**config.mk**
```make
export PLATFORM = sky130hd
export DESIGN_NAME = hazard_controller_flat
export DESIGN_NICKNAME = d
export VERILOG_FILES = /design/src/rtl/hazard_controller_pkg.sv /design/src/rtl/hazard_controller_if.sv /design/src/rtl/hazard_controller_forward_unit.sv /design/src/rtl/hazard_controller.sv /design/src/flat_wrapper.sv
export SDC_FILE = /design/constraint.sdc
export NUM_CORES = 1
export LEC_CHECK = 0
export BUFFER_PORTS_ARGS = -buffer_cell sky130_fd_sc_hd__clkbuf_2
export CAP_MARGIN = 20
export CORE_UTILIZATION = 35
export CTS_BUF_LIST = sky130_fd_sc_hd__clkbuf_4
export DETAILED_ROUTE_END_ITERATION = 8
export GPL_TIMING_DRIVEN = 0
export PLACE_DENSITY = 0.62
export SETUP_SLACK_MARGIN = 0.5
export SYNTH_ARGS = -nofsm -noshare
export SYNTH_HDL_FRONTEND = slang
export SYNTH_SLANG_ARGS = --single-unit
```
**constraint.sdc**
```tcl
create_clock -name clk -period 2.2 [get_ports clk]
set_input_delay 0.33 -clock clk [delete_from_list [all_inputs] [get_ports clk]]
set_output_delay 0.33 -clock clk [all_outputs]
set_load 0.02 [all_outputs]
```
**src/rtl/hazard_controller_pkg.sv**
```systemverilog
// Shared types and constants for the pipeline hazard controller.
package hazard_pkg;

    typedef enum logic [1:0] {
        FWD_NONE = 2'b00,
        FWD_WB   = 2'b01,
        FWD_MEM  = 2'b10
    } fwd_sel_t;

    typedef enum logic {
        IDLE,
        MEM_WAIT
    } hz_state_t;

    localparam logic [1:0] WB_ALU  = 2'd0;
    localparam logic [1:0] WB_LOAD = 2'd2;

    function automatic logic is_load(input logic [1:0] wb_sel);
        return wb_sel == WB_LOAD;
    endfunction

endpackage

```
**src/rtl/hazard_controller_if.sv**
```systemverilog
// Pipeline <-> hazard controller signal bundle; perf counters exist only with HAZARD_PERF_EN.
interface hazard_controller_if
`ifdef HAZARD_PERF_EN
    #(parameter int XLEN = 32)
`endif
    ;
    logic [4:0] rs1D, rs2D, rs1E, rs2E;
    logic [4:0] waddrE, waddrM, waddrW;
    logic       reg_wrE, reg_wrM, reg_wrW;
    logic [1:0] wb_selE;
    logic       memM;
    logic       dmem_ack;
    logic       br_takenE;

    logic       stallF, stallD, stallE, stallM;
    logic       flushD, flushE, flushW;
    logic [1:0] fwd_aE, fwd_bE;
    logic       mem_err;
`ifdef HAZARD_PERF_EN
    logic [XLEN-1:0] cnt_mem_stall, cnt_load_use, cnt_flush;
`endif

    modport master (
        output rs1D, rs2D, rs1E, rs2E, waddrE, waddrM, waddrW,
        output reg_wrE, reg_wrM, reg_wrW, wb_selE, memM, dmem_ack, br_takenE,
        input  stallF, stallD, stallE, stallM, flushD, flushE, flushW,
        input  fwd_aE, fwd_bE, mem_err
`ifdef HAZARD_PERF_EN
        , input cnt_mem_stall, cnt_load_use, cnt_flush
`endif
    );

    modport slave (
        input  rs1D, rs2D, rs1E, rs2E, waddrE, waddrM, waddrW,
        input  reg_wrE, reg_wrM, reg_wrW, wb_selE, memM, dmem_ack, br_takenE,
        output stallF, stallD, stallE, stallM, flushD, flushE, flushW,
        output fwd_aE, fwd_bE, mem_err
`ifdef HAZARD_PERF_EN
        , output cnt_mem_stall, cnt_load_use, cnt_flush
`endif
    );

endinterface

```
**src/rtl/hazard_controller_forward_unit.sv**
```systemverilog
// EX-stage operand bypass select for one source register; MEM result beats WB result.
module forward_unit
    import hazard_pkg::*;
(
    input  logic [4:0] rs,
    input  logic [4:0] waddrM,
    input  logic [4:0] waddrW,
    input  logic       reg_wrM,
    input  logic       reg_wrW,
    output fwd_sel_t   sel
);

    always_comb begin
        sel = FWD_NONE;
        if (reg_wrM && waddrM != '0 && waddrM == rs) begin
            sel = FWD_MEM;
        end else if (reg_wrW && waddrW != '0 && waddrW == rs) begin
            sel = FWD_WB;
        end
    end

endmodule

```
**src/rtl/hazard_controller.sv**
```systemverilog
// Pipeline stall/flush/forward control with data-memory wait FSM and timeout flag.
// Optional event counters are compiled in with HAZARD_PERF_EN.
module hazard_controller
    import hazard_pkg::*;
#(
    parameter int MEM_TIMEOUT = 64,
    parameter int XLEN        = 32
) (
    input  logic              clk,
    input  logic              rst,
    hazard_controller_if.slave hz
);

    localparam int CW = $clog2(MEM_TIMEOUT + 1);
    localparam logic [CW-1:0] TIMEOUT_C = CW'(MEM_TIMEOUT);

    if (MEM_TIMEOUT < 1 || XLEN < 1) begin : g_bad_param
        $error("hazard_controller: MEM_TIMEOUT and XLEN must be >= 1");
    end

    hz_state_t     state_q, state_d;
    logic [CW-1:0] cnt_q, cnt_d;
    logic          mem_err_q, mem_err_d;

    logic     mem_stall, br_flush, load_use_raw, load_use;
    fwd_sel_t fwd_a, fwd_b;

    forward_unit u_fwd_a (
        .rs      (hz.rs1E),
        .waddrM  (hz.waddrM),
        .waddrW  (hz.waddrW),
        .reg_wrM (hz.reg_wrM),
        .reg_wrW (hz.reg_wrW),
        .sel     (fwd_a)
    );

    forward_unit u_fwd_b (
        .rs      (hz.rs2E),
        .waddrM  (hz.waddrM),
        .waddrW  (hz.waddrW),
        .reg_wrM (hz.reg_wrM),
        .reg_wrW (hz.reg_wrW),
        .sel     (fwd_b)
    );

    // Priority chain: memory stall freezes everything, a branch squashes the load-use victim.
    always_comb begin
        load_use_raw = hz.reg_wrE && is_load(hz.wb_selE) && hz.waddrE != '0 &&
                       (hz.waddrE == hz.rs1D || hz.waddrE == hz.rs2D);
        mem_stall    = !rst && hz.memM && !hz.dmem_ack;
        br_flush     = !rst && !mem_stall && hz.br_takenE;
        load_use     = !rst && !mem_stall && !hz.br_takenE && load_use_raw;
    end

    always_comb begin
        hz.stallF  = mem_stall || load_use;
        hz.stallD  = mem_stall || load_use;
        hz.stallE  = mem_stall;
        hz.stallM  = mem_stall;
        hz.flushD  = br_flush;
        hz.flushE  = br_flush || load_use;
        hz.flushW  = mem_stall;
        hz.fwd_aE  = rst ? FWD_NONE : fwd_a;
        hz.fwd_bE  = rst ? FWD_NONE : fwd_b;
        hz.mem_err = mem_err_q;
    end

    always_comb begin
        state_d = state_q;
        cnt_d   = cnt_q;
        case (state_q)
            IDLE: begin
                if (mem_stall) begin
                    state_d = MEM_WAIT;
                    cnt_d   = CW'(1);
                end
            end
            MEM_WAIT: begin
                if (hz.dmem_ack) begin
                    state_d = IDLE;
                    cnt_d   = '0;
                end else if (cnt_q != TIMEOUT_C) begin
                    cnt_d = cnt_q + CW'(1);
                end
            end
            default: begin
                state_d = IDLE;
                cnt_d   = '0;
            end
        endcase
        mem_err_d = mem_err_q || (cnt_d == TIMEOUT_C);
    end

    always_ff @(posedge clk) begin
        if (rst) begin
            state_q   <= IDLE;
            cnt_q     <= '0;
            mem_err_q <= 1'b0;
        end else begin
            state_q   <= state_d;
            cnt_q     <= cnt_d;
            mem_err_q <= mem_err_d;
        end
    end

`ifdef HAZARD_PERF_EN
    logic [XLEN-1:0] cnt_mem_stall_q, cnt_mem_stall_d;
    logic [XLEN-1:0] cnt_load_use_q, cnt_load_use_d;
    logic [XLEN-1:0] cnt_flush_q, cnt_flush_d;

    always_comb begin
        cnt_mem_stall_d = cnt_mem_stall_q + XLEN'(mem_stall);
        cnt_load_use_d  = cnt_load_use_q + XLEN'(load_use);
        cnt_flush_d     = cnt_flush_q + XLEN'(br_flush);
        hz.cnt_mem_stall = cnt_mem_stall_q;
        hz.cnt_load_use  = cnt_load_use_q;
        hz.cnt_flush     = cnt_flush_q;
    end

    always_ff @(posedge clk) begin
        if (rst) begin
            cnt_mem_stall_q <= '0;
            cnt_load_use_q  <= '0;
            cnt_flush_q     <= '0;
        end else begin
            cnt_mem_stall_q <= cnt_mem_stall_d;
            cnt_load_use_q  <= cnt_load_use_d;
            cnt_flush_q     <= cnt_flush_d;
        end
    end
`endif

endmodule

```
**src/flat_wrapper.sv**
```systemverilog
// flat-port wrapper written by rule: the top's interface ports become plain ports
module hazard_controller_flat import hazard_pkg::*;
#(
    parameter int MEM_TIMEOUT = 64,
    parameter int XLEN        = 32
)
  (clk, rst, hz_rs1D, hz_rs2D, hz_rs1E, hz_rs2E, hz_waddrE, hz_waddrM, hz_waddrW, hz_reg_wrE, hz_reg_wrM, hz_reg_wrW, hz_wb_selE, hz_memM, hz_dmem_ack, hz_br_takenE, hz_stallF, hz_stallD, hz_stallE, hz_stallM, hz_flushD, hz_flushE, hz_flushW, hz_fwd_aE, hz_fwd_bE, hz_mem_err);
  hazard_controller_if hz_i ();
  input  logic clk;
  input  logic rst;
  input wire logic [$bits(hz_i.rs1D)-1:0] hz_rs1D;
  input wire logic [$bits(hz_i.rs2D)-1:0] hz_rs2D;
  input wire logic [$bits(hz_i.rs1E)-1:0] hz_rs1E;
  input wire logic [$bits(hz_i.rs2E)-1:0] hz_rs2E;
  input wire logic [$bits(hz_i.waddrE)-1:0] hz_waddrE;
  input wire logic [$bits(hz_i.waddrM)-1:0] hz_waddrM;
  input wire logic [$bits(hz_i.waddrW)-1:0] hz_waddrW;
  input wire logic [$bits(hz_i.reg_wrE)-1:0] hz_reg_wrE;
  input wire logic [$bits(hz_i.reg_wrM)-1:0] hz_reg_wrM;
  input wire logic [$bits(hz_i.reg_wrW)-1:0] hz_reg_wrW;
  input wire logic [$bits(hz_i.wb_selE)-1:0] hz_wb_selE;
  input wire logic [$bits(hz_i.memM)-1:0] hz_memM;
  input wire logic [$bits(hz_i.dmem_ack)-1:0] hz_dmem_ack;
  input wire logic [$bits(hz_i.br_takenE)-1:0] hz_br_takenE;
  output wire logic [$bits(hz_i.stallF)-1:0] hz_stallF;
  output wire logic [$bits(hz_i.stallD)-1:0] hz_stallD;
  output wire logic [$bits(hz_i.stallE)-1:0] hz_stallE;
  output wire logic [$bits(hz_i.stallM)-1:0] hz_stallM;
  output wire logic [$bits(hz_i.flushD)-1:0] hz_flushD;
  output wire logic [$bits(hz_i.flushE)-1:0] hz_flushE;
  output wire logic [$bits(hz_i.flushW)-1:0] hz_flushW;
  output wire logic [$bits(hz_i.fwd_aE)-1:0] hz_fwd_aE;
  output wire logic [$bits(hz_i.fwd_bE)-1:0] hz_fwd_bE;
  output wire logic [$bits(hz_i.mem_err)-1:0] hz_mem_err;
  assign hz_i.rs1D = hz_rs1D;
  assign hz_i.rs2D = hz_rs2D;
  assign hz_i.rs1E = hz_rs1E;
  assign hz_i.rs2E = hz_rs2E;
  assign hz_i.waddrE = hz_waddrE;
  assign hz_i.waddrM = hz_waddrM;
  assign hz_i.waddrW = hz_waddrW;
  assign hz_i.reg_wrE = hz_reg_wrE;
  assign hz_i.reg_wrM = hz_reg_wrM;
  assign hz_i.reg_wrW = hz_reg_wrW;
  assign hz_i.wb_selE = hz_wb_selE;
  assign hz_i.memM = hz_memM;
  assign hz_i.dmem_ack = hz_dmem_ack;
  assign hz_i.br_takenE = hz_br_takenE;
  assign hz_stallF = hz_i.stallF;
  assign hz_stallD = hz_i.stallD;
  assign hz_stallE = hz_i.stallE;
  assign hz_stallM = hz_i.stallM;
  assign hz_flushD = hz_i.flushD;
  assign hz_flushE = hz_i.flushE;
  assign hz_flushW = hz_i.flushW;
  assign hz_fwd_aE = hz_i.fwd_aE;
  assign hz_fwd_bE = hz_i.fwd_bE;
  assign hz_mem_err = hz_i.mem_err;
  hazard_controller #(.MEM_TIMEOUT(MEM_TIMEOUT), .XLEN(XLEN)) u_core (.clk(clk), .rst(rst), .hz(hz_i));
endmodule
```
==> results.tsv <==
stage	metric	value	unit
timing	setup TNS	0	ns
timing	Slew Limit Fails	0	
global_route	initial antenna violation count	0	
run_status	status	completed	
routing	Vias	1264	
floorplanning	boundary pin count	57	
cells_and_area	area grow syn2layout	67.19	%
placement	I/O Buffers	56	
pwr	Seq pwr share	0.304	
worst_setup_path	Critical Path Start Type	primary input	
worst_setup_path	Worst Path Required	1.87	ns
placement	final RePlAce weighted congestion	0.8953	
logic_synthesis	Yosys top cell area share	0.1760	
floorplanning	Die Ht	56.64	um
global_route	first-pass GRT wire length	5271	um
cts	clk buf depth	2	
logic_synthesis	Yosys warning count	0	
cells_and_area	Total Nets Final	250	
timing	Slew @ Worst Pin	0.5347	ns
routing	1st-pass router iterations	4	
floorplanning	Starting Density	0.3756	
logic_synthesis	largest cells by area after synthesis	xnor2_1 (18%), dfxtp_1 (17%), xor2_1 (8.4%), buf_4 (3.6%), nor2_1 (3.6%)	
routing	DRC viols	0	
pwr	clock network power share	0.274	
pwr	P_int	0.3645	mW
cts	Clock Sinks	9	
logic_synthesis	syn avg cell area	7.915	um^2
logic_synthesis	#FFs+latches synth	9	
timing	fmax	0.5099	GHz
logic_synthesis	Seq/Total Area, Yosys	0.1725	
logic_synthesis	Primary FF master, synth	dfxtp_1	
floorplanning	Row Count	19	
placement	HPWL Detailed	2444	um
logic_synthesis	post-synth cell types	38	
pwr	Sw Share	0.3388	
routing	per-cell routed wire length	13.70	um
logic_synthesis	Post-synth EDFFs	0	
logic_synthesis	Yosys top cell by area	xnor2_1	
routing	via-per-instance ratio	5.425	
placement	Cell Area, Placed	0.001425	mm^2
worst_setup_path	CP cell instances	clkbuf_2, xor2_1, or4_4, nor4_4, clkbuf_8	
global_route	Congestion Overflow GR	0	
routing	final wirelength	3191	um
run	Max Cap Viol	0	
cells_and_area	Fillers	242	
logic_synthesis	top-count cell post-synth	xnor2_1	
timing	RSZ-0062 raised after global routing	true	
pwr	PnR Total Power	0.5513	mW
routing	met1 wire length	1279	um
global_route	largest net degree at the start of global routing	11	
cts	H-tree level count	1	
cells_and_area	layout cells sized above 1	0.5396	
cts	worst skew pair latency	0.27	ns
cts	Num CTS Buffers	3	
routing	post-route ant nets	0	
hold_path	worst min-delay path class	primary input to flip-flop	
timing	final period demand of the worst path	1.961	ns
routing	Iter 0 DRT Violations	18	
global_route	All-Layer GR Usage	0.2030	
pwr	leakage	0.7370	nW
timing	Slew HR	0.6387	
worst_setup_path	Worst Setup End Kind	primary output	
logic_synthesis	commonest cells in the netlist	xnor2_1 (21), nor2_1 (10), xor2_1 (10)	
pwr	combinational group share of total power	0.422	
timing	setup violators final	0	
cts	register clock-pin slew on the reported worst setup and hold paths	0.06	ns
worst_setup_path	Worst path slowest cell	or4_4	
timing	Final Cycle Share	0.8914	
timing	final hold viol count	0	
floorplanning	core footprint	0.002781	mm^2
worst_setup_path	worst-path maximum fanout	3	
floorplanning	die area	0.003208	mm^2
floorplanning	Chip Width	56.64	um
worst_setup_path	worst setup path category	primary input to primary output	
cells_and_area	fin area	0.001747	mm^2
logic_synthesis	Synth async-reset ratio	0	
pwr	Max VDD drop	0.2727	mV
routing	met3 routed WL	163	um
pwr	Psw	0.1868	mW
logic_synthesis	Post-Synthesis Cell Area	0.001045	mm^2
routing	top layer in use	met4	
cts	CTS tree	yes	
logic_synthesis	syn_nets	179	
global_route	vias in the first global route	1262	
worst_setup_path	Crit path arrival time	1.63	ns
logic_synthesis	Syn Inst Count	132	
routing	routed wl met2	1708	um
pwr	Power Dens Cells	315.6	mW/mm^2
worst_setup_path	worst stage delay on the critical path	0.54	ns
timing	setup skew after layout	0.004254	ns
cts	Root Driver	clkbuf_4	
cts	cts hold-fix bufs	0	
cells_and_area	number of diodes	0	
-- what timing repair did --
item / 4_1_cts / 5_1_grt
pin swaps: 6 / 10
endpoints found under the setup margin: 8 / 8
resized for setup: 27 / 35
buffers inserted: 5 / 5
gates cloned: 0 / 0
-- per-stage QoR --
stage | cells | hold slack, ns | worst slack [ns] | util
2_1_floorplan | 132 | 0.4068 | 0.4504 | -
3_3_place_gp | 219 | 0.5309 | 0.1955 | 0.5124
3_5_place_dp | 219 | 0.5564 | 0.2083 | 0.5124
4_1_cts | 228 | 0.3472 | 0.2238 | 0.5816
5_1_grt | 233 | 0.3518 | 0.2065 | 0.6280
6_report | 233 | 0.3468 | 0.2390 | 0.6280
-- sequential cells by signal, summed over array words and instances, names as in the netlist --
| signal | count |
|---|---|
| u_core.cnt_q | 7 |
| u_core.state_q | 1 |
| u_core.hz.mem_err | 1 |
-- worst max-delay path, delay by kind of cell --
kind                      cells  cell delay, ns
buffers and inverters         2            0.31
xor gates and xnor gates      1            0.16
and+or+nand+nor               2            0.82
-- placed cells by master (no fill, tap or decap), types with 6 or more instances in the layout --
cell type  count
nor2_1         9
xnor2_1       21
clkbuf_2      44
xor2_1        10
buf_6          6
nand3_1        6
nand2_1        9
buf_4         14
dfxtp_1        6
-- cell families after synthesis --
group / Yosys count / share of synthesized area
simple gates: 55 / 0.3126
xor+xnor: 31 / 0.2599
compound gates: 24 / 0.1737
buf+inv: 11 / 0.05749
flops: 9 / 0.1725
fa+ha+maj: 2 / 0.02395
-- power groups by stage --
stage	clock (mW)	combinational [mW]	sequential, mW
floorplan	0	0.108	0.171
global placement	0	0.184	0.171
detailed placement	0	0.190	0.171
CTS	0.151	0.212	0.169
global route	0.162	0.251	0.168
finish	0.151	0.233	0.168
-- path summary, 6_finish.rpt --
check | startpoint | end | slack [ns] | depth (start not counted)
max reg2reg | u_core.cnt_q[1]$_SDFF_PP0_ | u_core.hz.mem_err$_SDFF_PP0_ | 0.53 | 6
min reg2reg | u_core.cnt_q[1]$_SDFF_PP0_ | u_core.cnt_q[1]$_SDFF_PP0_ | 0.52 | 2
min | hz_memM | u_core.state_q$_SDFF_PP0_ | 0.35 | 3
max | hz_waddrW[3] | hz_fwd_bE[0] | 0.24 | 5
-- layout make-up --
type                       count  area, um^2  share of cell area
clock buffer                   4       30.03             0.01719
timing repair buffer          66       445.4              0.2550
multi-input combinational    112       979.7              0.5609
tap                           31       38.79             0.02221
sequential                     9       188.9              0.1082
inverter                       6       22.52             0.01289
buffer                         5       41.29             0.02364
-- layer usage --
layer,up-vias,track usage
met5,-,0
met4,0,0.06620
met3,4,0.02765
met2,49,0.3916
met1,595,0.2233
li1,616,-
Power figures use the tool's default switching activity.
